<file path="config.mk">
export PLATFORM = sky130hd
export DESIGN_NAME = i2c_bit_counter
export DESIGN_NICKNAME = d
export VERILOG_FILES = /design/src/rtl/i2c_bit_counter.sv
export SDC_FILE = /design/constraint.sdc
export NUM_CORES = 1
export LEC_CHECK = 0
export CELL_PAD_IN_SITES_DETAIL_PLACEMENT = 0
export CELL_PAD_IN_SITES_GLOBAL_PLACEMENT = 1
export CORE_UTILIZATION = 30
export DETAILED_ROUTE_END_ITERATION = 10
export PLACE_DENSITY_LB_ADDON = 0.1
export SYNTH_ARGS = -nofsm -noshare
export SYNTH_HDL_FRONTEND = slang
export SYNTH_SLANG_ARGS = --single-unit
</file>
<file path="constraint.sdc">
create_clock -name FPGA_clk -period 1.76 [get_ports FPGA_clk]
set_input_delay 0.352 -clock FPGA_clk [delete_from_list [all_inputs] [get_ports FPGA_clk]]
set_output_delay 0.352 -clock FPGA_clk [all_outputs]
set_load 0.05 [all_outputs]
</file>
<file path="src/rtl/i2c_bit_counter.sv">
// rtl/i2c_bit_counter.sv - modulo/saturating event counter with clear, load, terminal, wrap and overflow flags
module i2c_bit_counter #(
    parameter int WIDTH     = 4,
    parameter int MODULUS   = 9,
    parameter int SATURATE  = 0,
    parameter int EDGE_MODE = 1
) (
    input  logic             FPGA_clk,
    input  logic             rst,
    input  logic             clear,
    input  logic             load,
    input  logic [WIDTH-1:0] load_value,
    input  logic             enable,
    output logic [WIDTH-1:0] count,
    output logic             terminal,
    output logic             wrap_pulse,
    output logic             overflow
);

    // Highest legal count; fits WIDTH bits even when MODULUS == 2**WIDTH.
    localparam logic [WIDTH-1:0] COUNT_MAX = WIDTH'(MODULUS - 1);

    logic             enable_q;
    logic             inc_req;
    logic [WIDTH-1:0] load_clamped;

    // Edge mode counts only a fresh 0->1 on enable; level mode counts every high cycle.
    assign inc_req      = (EDGE_MODE != 0) ? (enable & ~enable_q) : enable;
    assign load_clamped = (load_value > COUNT_MAX) ? COUNT_MAX : load_value;
    assign terminal     = (count == COUNT_MAX);

    // Counter state: clear beats load beats increment; limit checked before incrementing.
    always_ff @(posedge FPGA_clk or posedge rst) begin
        if (rst) begin
            count      <= '0;
            enable_q   <= 1'b1;
            overflow   <= 1'b0;
            wrap_pulse <= 1'b0;
        end else begin
            enable_q   <= enable;
            wrap_pulse <= 1'b0;
            if (clear) begin
                count    <= '0;
                overflow <= 1'b0;
            end else if (load) begin
                count <= load_clamped;
            end else if (inc_req) begin
                if (count == COUNT_MAX) begin
                    if (SATURATE != 0) begin
                        overflow <= 1'b1;
                    end else begin
                        count      <= '0;
                        wrap_pulse <= 1'b1;
                    end
                end else begin
                    count <= count + WIDTH'(1);
                end
            end
        end
    end

endmodule
</file>
==> flow_summary.json <==
{
  "pwr-share-clk_pct": 31.1,
  "crit_type": "reg2out",
  "via_count": 388,
  "placed_cells": 71,
  "die_w_um": 38.2,
  "avgViaCountPerCell": 4.97,
  "clkLatencyLatePin_ns": 0.26,
  "fin_cells": 78,
  "p_int_uw": 303,
  "core_area_sq_um": 1160,
  "cellPowerDensity_nw_per_um2": 765,
  "grt_antenna_before_repair": 0,
  "holdWs_ns": 0.304,
  "avgSynthCellArea_sq_um": 9.14,
  "fmax_mhz": 597,
  "p_leak_nw": 0.276,
  "crit_arrival_ns": 1.32,
  "grt_max_degree": 9,
  "multi_input_area_sq_um": 208,
  "grt_pass1_vias": 375,
  "die_area_sq_um": 1460,
  "crit_path_start_kind": "register",
  "yosysUniqueCellTypes": 23,
  "fin_util_pct": 51.8,
  "tritoncts": "done",
  "drt_iter0_drc": 8,
  "placed_cell_area_sq_um": 548,
  "setup_tns_ns": 0,
  "final_nets": 76,
  "clock_skew_ns": 0.00897,
  "hold_viol": 0,
  "syn_nets": 54,
  "io_buffers": 14,
  "setup-violations-final": 0,
  "drcViolationCount": 0,
  "grt_pass1_wl_mm": 1.58,
  "h-tree-depth": 1,
  "row_count": 12,
  "ys_ff_latch": 6,
  "ir_worst_vdd_mv": 0.437,
  "numCtsBuffers": 3,
  "area_growth_pct": 52.5,
  "seq_area_frac_synth_pct": 38.5,
  "finalCriticalPeriod_ns": 1.67,
  "status": "finished, final reports clean",
  "routedWlPerCell_um": 12.2,
  "drive_above_1_share_pct": 31.3,
  "antenna_left": 0,
  "switching_share_pct": 33.8,
  "hold_class": "in2async",
  "yosys-top-cells-area": "dfrtp_1, dfstp_2, ha_1, nand3_1, nor2b_1",
  "worst_ep_required_time_ns": 1.41,
  "synth-edff-count": 0,
  "start_util_pct": 34.0,
  "die_h_um": 38.2,
  "fill_cells": 105,
  "crit_fanout": 6,
  "design_area_sq_um": 599,
  "fin_crit_sh_pct": 95.1,
  "p_switching_uw": 155,
  "num_antenna_cells": 0,
  "comb_power_share_pct": 33.5,
  "netlist_instances": 43,
  "cts_root_buf": "clkbuf_4",
  "rsz0062_at_grt": "false",
  "syn_area_sq_um": 393,
  "routabilityCongestion": 0.793,
  "yosysTopAreaCellShare_pct": 31.8,
  "seq_area_sq_um": 154,
  "cts.clk_slew.worst_paths_ns": 0.05,
  "track_usage_pct": 16.7,
  "slew_violations": 0,
  "ys_warn_count": 0,
  "num_io_pins": 16,
  "clock-sinks": 6,
  "synth_top_area_cell": "dfrtp_1",
  "postSynth.asyncResetShare_pct": 100,
  "wl_um": 955,
  "sequentialPowerShare_pct": 35.3,
  "cp-startpoint": "count[1]$_DFFE_PP0P_",
  "maxCapViolCount": 0,
  "crit_path_end_kind": "output pin",
  "overflow": 0,
  "r2r-start": "count[0]$_DFFE_PP0P_",
  "first_pass_iters": 4,
  "ys_dominant_reg_cell": "dfrtp_1",
  "clk_path_buf_depth": 2
}
-- sequential cells by signal (all words and copies together) (netlist names) --
register    cells
enable_q        1
wrap_pulse      1
count           4
-- timing repair --
| item | CTS | global route |
|---|---|---|
| buffers inserted | 0 | 3 |
| setup endpoints to repair | 1 | 1 |
| resized for setup | 1 | 2 |
| hold buffers | 0 | 0 |
| pin swaps | 0 | 0 |
-- cells in the final DEF (no fill, tap or decap), types with 2 or more instances in the layout --
master / instances
buf_4: 10
clkdlybuf4s50_1: 8
nand3_1: 5
inv_1: 4
nor2b_1: 4
clkbuf_4: 3
dfrtp_1: 3
nand2b_1: 2
o31ai_1: 2
o41ai_1: 2
ha_1: 2
dfrtp_2: 2
-- cells in the mapped netlist, types with 2 or more instances --
master	instances
dfrtp_1	5
inv_1	5
nand3_1	5
nor2b_1	4
buf_4	2
ha_1	2
nand2b_1	2
o31ai_1	2
o41ai_1	2
-- worst paths after layout --
path	to	slack, ns	cells after the start
setup / recovery	terminal	0.09	5
setup reg to reg	count[2]$_DFFE_PP0P_	0.36	5
max in group asynchronous	enable_q$_DFF_PP1_	1.20	2
min in group FPGA_clk	enable_q$_DFF_PP1_	0.54	1
hold / removal	count[3]$_DFFE_PP0P_	0.30	2
hold reg to reg	count[1]$_DFFE_PP0P_	0.59	2
-- critical path, stage by stage (launching register included) --
cell and delay [ns]:
dfrtp_2 0.43, inv_1 0.07, ha_1 0.19, nand3b_1 0.15
inv_2 0.10, buf_12 0.13
-- through the flow --
step	power, mW	worst slack [ns]
detailed placement	0.306	0.121
global placement	0.302	0.208
finish	0.458	0.0860
global route	0.485	0.0000302
CTS	0.451	0.0207
floorplan	0.249	0.0711
-- cells by family after synthesis --
group | after synthesis | share of synthesized area [%]
flops | 6 | 38.5
compound gates | 9 | 17.8
buf+inv | 7 | 8.60
other cells | 1 | 0.954
fa+ha+maj | 2 | 6.37
simple gates | 18 | 27.7
-- layer usage --
| layer | share of wire, % | wire [um] | track usage [%] | vias up |
|---|---|---|---|---|
| met4 | 1.7 | 16 | 10.7 | 0 |
| met5 | 0 | 0 | 0 | - |
| met2 | 50 | 480 | 26.3 | 17 |
| li1 | - | - | - | 194 |
| met1 | 41 | 394 | 18.8 | 175 |
| met3 | 6.8 | 65 | 5.81 | 2 |
-- power by group through the flow --
stage	Combinational (mW)	Clock [mW]	Sequential [mW]
floorplan	0.0581	0	0.191
global placement	0.138	0	0.165
detailed placement	0.141	0	0.165
CTS	0.142	0.145	0.163
global route	0.164	0.157	0.164
finish	0.154	0.143	0.162
-- layout make-up --
class	count	area share, %
flip-flops and latches	6	25.7
well taps	14	2.92
clock buffers	4	4.38
repair buffers	19	29.2
inverters	5	3.13
multi-input cells	30	34.7
(Power assumes the default switching activity.)
